$ cat src/rtl/instruction_cache_pkg.sv
// Shared types for the instruction cache: FSM state encoding and a saturating counter helper.
// The optional statistics counters are enabled with ICACHE_STATS_EN.
package instruction_cache_pkg;

    localparam int ICACHE_STATE_WIDTH = 2;

    typedef enum logic [ICACHE_STATE_WIDTH-1:0] {
        ST_IDLE = 2'd0,
        ST_MISS = 2'd1,
        ST_RESP = 2'd2
    } icache_state_e;

    function automatic logic [31:0] sat_inc(input logic [31:0] v);
        return (v == 32'hFFFF_FFFF) ? v : v + 32'd1;
    endfunction

endpackage

$ cat src/rtl/instruction_cache_array.sv
// Direct-mapped storage: valid/tag/data/compressed per entry, combinational read,
// synchronous write, and asynchronous clear of the valid bits only.
module icache_array #(
    parameter int INDEX_WIDTH = 6,
    parameter int TAG_WIDTH   = 11
) (
    input  logic                   clk_in,
    input  logic                   rst_in,
    input  logic [INDEX_WIDTH-1:0] rd_idx,
    output logic                   rd_valid,
    output logic [TAG_WIDTH-1:0]   rd_tag,
    output logic [31:0]            rd_data,
    output logic                   rd_comp,
    input  logic                   wr_en,
    input  logic [INDEX_WIDTH-1:0] wr_idx,
    input  logic [TAG_WIDTH-1:0]   wr_tag,
    input  logic [31:0]            wr_data,
    input  logic                   wr_comp
);

    localparam int DEPTH = 1 << INDEX_WIDTH;

    logic [DEPTH-1:0]     valid_q;
    logic [DEPTH-1:0]     valid_d;
    logic [TAG_WIDTH-1:0] tag_q  [DEPTH];
    logic [31:0]          data_q [DEPTH];
    logic                 comp_q [DEPTH];

    always_comb begin
        valid_d = valid_q;
        if (wr_en) begin
            valid_d[wr_idx] = 1'b1;
        end
    end

    always_ff @(posedge clk_in or negedge rst_in) begin
        if (!rst_in) begin
            valid_q <= '0;
        end else begin
            valid_q <= valid_d;
        end
    end

    // Payload needs no reset: it is only observed through a set valid bit.
    always_ff @(posedge clk_in) begin
        if (wr_en) begin
            tag_q[wr_idx]  <= wr_tag;
            data_q[wr_idx] <= wr_data;
            comp_q[wr_idx] <= wr_comp;
        end
    end

    assign rd_valid = valid_q[rd_idx];
    assign rd_tag   = tag_q[rd_idx];
    assign rd_data  = data_q[rd_idx];
    assign rd_comp  = comp_q[rd_idx];

endmodule

$ cat src/rtl/instruction_cache.sv
// Direct-mapped instruction cache between Decoder fetch and MemoryControl reads.
// Define ICACHE_STATS_EN to add saturating hit_count/miss_count outputs.
module instruction_cache
    import instruction_cache_pkg::*;
#(
    parameter int INDEX_WIDTH = 6,
    parameter int ADDR_WIDTH  = 18
) (
    input  logic          clk_in,
    input  logic          rst_in,
    input  logic          rdy_in,
    input  logic          flush,
    input  logic          dec_en,
    input  logic [31:0]   dec_addr,
    output logic          dec_rdy,
    output logic [31:0]   dec_data,
    output logic          dec_is_compressed,
    output logic          mc_en,
    output logic [31:0]   mc_addr,
    input  logic          mc_rdy,
    input  logic [31:0]   mc_data,
    input  logic          mc_is_compressed,
`ifdef ICACHE_STATS_EN
    output logic [31:0]   hit_count,
    output logic [31:0]   miss_count,
`endif
    output icache_state_e dbg_state
);

    localparam int TAG_WIDTH = ADDR_WIDTH - INDEX_WIDTH - 1;

    // Handshake: dec_en/dec_addr are held until dec_rdy; dec_rdy and mc_rdy are
    // single-cycle strobes; mc_en stays high until the matching mc_rdy or a flush.
    icache_state_e state_q, state_d;
    logic          dec_rdy_q, dec_rdy_d;
    logic [31:0]   dec_data_q, dec_data_d;
    logic          dec_comp_q, dec_comp_d;
    logic          mc_en_q, mc_en_d;
    logic [31:0]   mc_addr_q, mc_addr_d;
`ifdef ICACHE_STATS_EN
    logic [31:0]   hit_cnt_q, hit_cnt_d;
    logic [31:0]   miss_cnt_q, miss_cnt_d;
`endif

    logic [INDEX_WIDTH-1:0] rd_idx;
    logic [TAG_WIDTH-1:0]   rd_tag_req;
    logic                   rd_valid;
    logic [TAG_WIDTH-1:0]   rd_tag;
    logic [31:0]            rd_data;
    logic                   rd_comp;
    logic                   hit;
    logic                   wr_en;

    assign rd_idx     = dec_addr[INDEX_WIDTH:1];
    assign rd_tag_req = dec_addr[ADDR_WIDTH-1:INDEX_WIDTH+1];
    assign hit        = rd_valid && (rd_tag == rd_tag_req);

    // Fill is keyed by the latched miss address rather than the live request.
    icache_array #(
        .INDEX_WIDTH(INDEX_WIDTH),
        .TAG_WIDTH  (TAG_WIDTH)
    ) u_array (
        .clk_in  (clk_in),
        .rst_in  (rst_in),
        .rd_idx  (rd_idx),
        .rd_valid(rd_valid),
        .rd_tag  (rd_tag),
        .rd_data (rd_data),
        .rd_comp (rd_comp),
        .wr_en   (wr_en),
        .wr_idx  (mc_addr_q[INDEX_WIDTH:1]),
        .wr_tag  (mc_addr_q[ADDR_WIDTH-1:INDEX_WIDTH+1]),
        .wr_data (mc_data),
        .wr_comp (mc_is_compressed)
    );

    always_comb begin
        state_d    = state_q;
        dec_rdy_d  = dec_rdy_q;
        dec_data_d = dec_data_q;
        dec_comp_d = dec_comp_q;
        mc_en_d    = mc_en_q;
        mc_addr_d  = mc_addr_q;
        wr_en      = 1'b0;
`ifdef ICACHE_STATS_EN
        hit_cnt_d  = hit_cnt_q;
        miss_cnt_d = miss_cnt_q;
`endif
        if (rdy_in) begin
            if (flush) begin
                state_d   = ST_IDLE;
                dec_rdy_d = 1'b0;
                mc_en_d   = 1'b0;
            end else begin
                case (state_q)
                    ST_IDLE: begin
                        if (dec_en) begin
                            if (hit) begin
                                dec_data_d = rd_data;
                                dec_comp_d = rd_comp;
                                dec_rdy_d  = 1'b1;
                                state_d    = ST_RESP;
`ifdef ICACHE_STATS_EN
                                hit_cnt_d  = sat_inc(hit_cnt_q);
`endif
                            end else begin
                                mc_en_d    = 1'b1;
                                mc_addr_d  = dec_addr;
                                state_d    = ST_MISS;
`ifdef ICACHE_STATS_EN
                                miss_cnt_d = sat_inc(miss_cnt_q);
`endif
                            end
                        end
                    end
                    ST_MISS: begin
                        if (mc_rdy) begin
                            wr_en      = 1'b1;
                            dec_data_d = mc_data;
                            dec_comp_d = mc_is_compressed;
                            dec_rdy_d  = 1'b1;
                            mc_en_d    = 1'b0;
                            state_d    = ST_RESP;
                        end
                    end
                    ST_RESP: begin
                        dec_rdy_d = 1'b0;
                        state_d   = ST_IDLE;
                    end
                    default: begin
                        state_d = ST_IDLE;
                    end
                endcase
            end
        end
    end

    always_ff @(posedge clk_in or negedge rst_in) begin
        if (!rst_in) begin
            state_q    <= ST_IDLE;
            dec_rdy_q  <= 1'b0;
            dec_data_q <= '0;
            dec_comp_q <= 1'b0;
            mc_en_q    <= 1'b0;
            mc_addr_q  <= '0;
`ifdef ICACHE_STATS_EN
            hit_cnt_q  <= '0;
            miss_cnt_q <= '0;
`endif
        end else begin
            state_q    <= state_d;
            dec_rdy_q  <= dec_rdy_d;
            dec_data_q <= dec_data_d;
            dec_comp_q <= dec_comp_d;
            mc_en_q    <= mc_en_d;
            mc_addr_q  <= mc_addr_d;
`ifdef ICACHE_STATS_EN
            hit_cnt_q  <= hit_cnt_d;
            miss_cnt_q <= miss_cnt_d;
`endif
        end
    end

    assign dec_rdy           = dec_rdy_q;
    assign dec_data          = dec_data_q;
    assign dec_is_compressed = dec_comp_q;
    assign mc_en             = mc_en_q;
    assign mc_addr           = mc_addr_q;
    assign dbg_state         = state_q;
`ifdef ICACHE_STATS_EN
    assign hit_count         = hit_cnt_q;
    assign miss_count        = miss_cnt_q;
`endif

    // Address bits outside the cached range are deliberately ignored.
    logic unused_addr_bits;
    assign unused_addr_bits = ^{dec_addr[31:ADDR_WIDTH], dec_addr[0],
                                mc_addr_q[31:ADDR_WIDTH], mc_addr_q[0]};

endmodule

$ cat config.mk
export PLATFORM = sky130hd
export DESIGN_NAME = instruction_cache
export DESIGN_NICKNAME = d
export VERILOG_FILES = /design/src/rtl/instruction_cache_pkg.sv /design/src/rtl/instruction_cache_array.sv /design/src/rtl/instruction_cache.sv
export SDC_FILE = /design/constraint.sdc
export NUM_CORES = 2
export LEC_CHECK = 0
export ABC_AREA = 1
export CORE_ASPECT_RATIO = 1.75
export CORE_UTILIZATION = 30
export DETAILED_ROUTE_END_ITERATION = 10
export PLACE_DENSITY = 0.42
export SLEW_MARGIN = 15
export SYNTH_ARGS = -nofsm -noshare
export SYNTH_HDL_FRONTEND = slang
export SYNTH_SLANG_ARGS = --single-unit
$ cat constraint.sdc
create_clock -name clk_in -period 10.8 [get_ports clk_in]
set_input_delay 3.24 -clock clk_in [delete_from_list [all_inputs] [get_ports clk_in]]
set_output_delay 3.24 -clock clk_in [all_outputs]
set_load 0.03 [all_outputs]
==> metrics.md <==
| Metric | Value |
|---|---|
| Outcome | `finished clean` |
| H-tree levels | `5` |
| Final net count | `9133` |
| Crit path max fanout | `112` |
| Synth Register Bits | `2949` |
| Yosys cell types | `34` |
| Worst Hold Class | `reg -> reg` |
| Slew Limit Headroom | `22.5%` |
| Final min period | `7.23 ns` |
| WL/cell | `30.5 µm` |
| Clock-pin slew on the worst setup and hold paths | `0.06 ns` |
| DP Cell Count | `13900` |
| Gpl congestion | `0.782` |
| Post-CTS Resized | `0` |
| Crit path DAT | `8.00 ns` |
| Setup Viol. Count Final | `0` |
| Fin cells | `14500` |
| Area Overhead vs Synth | `14.5%` |
| Critical path class | `in -> reg` |
| Power per cell area | `196 nW/µm²` |
| Min Hold Slack | `0.456 ns` |
| GRT Overall Usage | `22.1%` |
| RSZ-0062 raised after global routing | `no` |
| Flop2flop setup slack | `6.52 ns` |
| CP required | `11.57 ns` |
| Synthesis Warnings | `0` |
| Worst Skew | `0.0573 ns` |
| Commonest non-fill, non-tap cells in the layout | `edfxtp_1 (2816), o21ai_0 (1355), nor2_1 (1295)` |
| Syn Inst Count | `9026` |
| Core area | `386000 µm²` |
| Fmax achieved | `138 MHz` |
| Share of cells above drive strength 1 | `9.26%` |
| Clk sinks | `2949` |
| CTS tree | `done` |
| Slew Viols, Final | `0` |
| Pin count of the biggest net entering global routing | `176` |
| Die Ht | `826 µm` |
| Root buf cell | `clkbuf_16` |
| Die area | `391000 µm²` |
| Clk_lat worst skew | `0.91 ns` |
| Post-route ant nets | `0` |
| IR drop worst, VDD | `0.140 mV` |
| DR vias | `76900` |
| Worst Tran Pin Value | `1.16 ns` |
| Post-CTS Hold Fix Bufs | `0` |
| Overall power | `26.1 mW` |
| Syn Nets | `9097` |
| First-pass GRT wire length | `611000 µm` |
| Clock Path Buffers | `4` |
| Post-CTS setup buffer count | `0` |
| I/O pin count | `140` |
| Register area share after synthesis | `75.5%` |
| 1st-iter DRT viols | `7401` |
| Vias in the first global route | `76200` |
| TritonCTS buffer count | `293` |
| DRC | `0` |
| Mapped cell area | `116000 µm²` |
| Row count | `302` |
| Crit end category | `flip-flop` |
| TritonRoute pass-1 iters | `5` |
| Fin. Hold Viols | `0` |
| Final Cycle Share | `67.0%` |
| IO buf count | `139` |
| Max Cap Viol | `0` |
| Detailed Place HPWL | `225000 µm` |
| Crit path launch type | `primary input` |
| Initial antenna violation count | `19` |
| Grt ovf | `0` |
| Setup_tns | `0 ns` |
| Chip width | `473 µm` |
| Routed Wire Length | `442000 µm` |
| Initial Util | `30.2%` |
| Syn avg cell area | `12.9 µm²` |
| DR vias/cell | `5.32` |
| LEAKAGE | `43.3 nW` |
| Commonest non-fill, non-tap cell in the layout | `edfxtp_1` |
-- worst max-delay path: stages --
cell and delay (ns):
buf_8 0.52, inv_16 0.36, buf_12 0.45, nand3_1 0.18, nand3_1 0.09, nand3_1 0.13, nand3_1 0.11, nand3_1 0.35
nand2_1 0.10, nand2_1 0.06, nand2_1 0.23, nand2_1 0.20, nor2_1 0.08, nand3_2 0.11, nand3_2 0.63, buf_4 0.51
nand2_1 0.09, o21ai_0 0.08
-- synthesized netlist by cell type --
cell type,count,area [µm²]
buf_1,30,113
buf_2,203,1020
nand4_1,2,12.5
inv_2,2,7.51
nand2_2,2,12.5
nand3_2,1,10.0
clkbuf_1,334,1250
o21ai_2,6,52.6
or2_2,77,482
nor2_1,1360,5100
o21bai_1,1,7.51
mux2i_1,4,40.0
buf_8,1,15.0
o211ai_1,59,443
o21ai_1,30,150
nor3_1,1,5.00
inv_1,45,169
nand2_1,1026,3850
a21oi_1,14,70.1
buf_4,62,465
o22ai_1,493,3080
edfxtp_1,2816,84600
inv_4,2,12.5
o311ai_0,1,8.76
a31oi_1,4,25.0
nand3_1,826,4130
dfrtp_1,133,3330
o21ai_0,1357,6790
or2_1,1,6.26
a21boi_0,1,7.51
o221ai_1,108,946
o311ai_1,3,26.3
buf_6,20,225
o31ai_1,1,7.51
-- layer usage --
layer	GRT usage [%]	wire, µm	vias to the layer above
li1	-	-	33400
met1	27.2	177000	40400
met2	40.0	229000	2551
met3	2.50	21400	590
met4	6.98	14500	4
met5	0	27	-
-- worst paths after layout --
path / startpoint / cells past startpoint / endpoint
worst max-delay path: dec_addr[2] / 18 / mc_addr[18]
min in group asynchronous: rst_in / 1 / mc_addr[17]
max in group asynchronous: rst_in / 2 / mc_addr[12]
worst min register to register: u_array.valid_q[54] / 2 / u_array.valid_q[54]
worst min-delay path: u_array.valid_q[54] / 2 / u_array.valid_q[54]
worst max register to register: dbg_state[1] / 8 / u_array.data_q[19][5]
-- per-stage QoR --
stage,utilization [%],setup slack (ns),cell area [µm²]
final,34.5,3.57,133000
after global routing,34.5,3.31,133000
after CTS,34.5,3.67,133000
after detailed placement,32.1,2.71,124000
after global placement,32.1,2.73,124000
after floorplan,-,4.39,116000
-- logic make-up (layout without fill, tap and decap cells) --
kind of cell,Yosys count,count (layout),share of synthesized area [%]
simple gates,3296,3296,11.7
mux,4,4,0.0344
compound gates,2078,2078,9.98
flops,2949,2949,75.5
buf+inv,699,954,2.81
other cells,0,13,0
-- final cells by class --
class / instances / area [µm²]
Clock buffer: 369 / 7870
Tap cell: 5168 / 6470
Sequential cell: 2949 / 87900
Multi-Input combinational cell: 5378 / 25800
Timing Repair Buffer: 391 / 3650
Clock inverter: 145 / 1410
Inverter: 49 / 239
Fill cell: 37800 / 253000
Antenna cell: 13 / 32.5
-- report_power, final --
| part | total [mW] | leakage, nW | switching (mW) | internal (mW) |
|---|---|---|---|---|
| Clock | 10.3 | 4.52 | 4.54 | 5.76 |
| Sequential | 13.4 | 27.1 | 0.298 | 13.1 |
| Combinational | 2.47 | 11.7 | 1.83 | 0.636 |
-- state kept, by name (all words and copies together), names as in the netlist --
register and flops:
u_array.valid_q 64, dbg_state 2, mc_en 1, dec_rdy 1, u_array.comp_q 64, dec_data 32
dec_is_compressed 1, mc_addr 32, u_array.tag_q 704, u_array.data_q 2048
(Power assumes the default switching activity.)
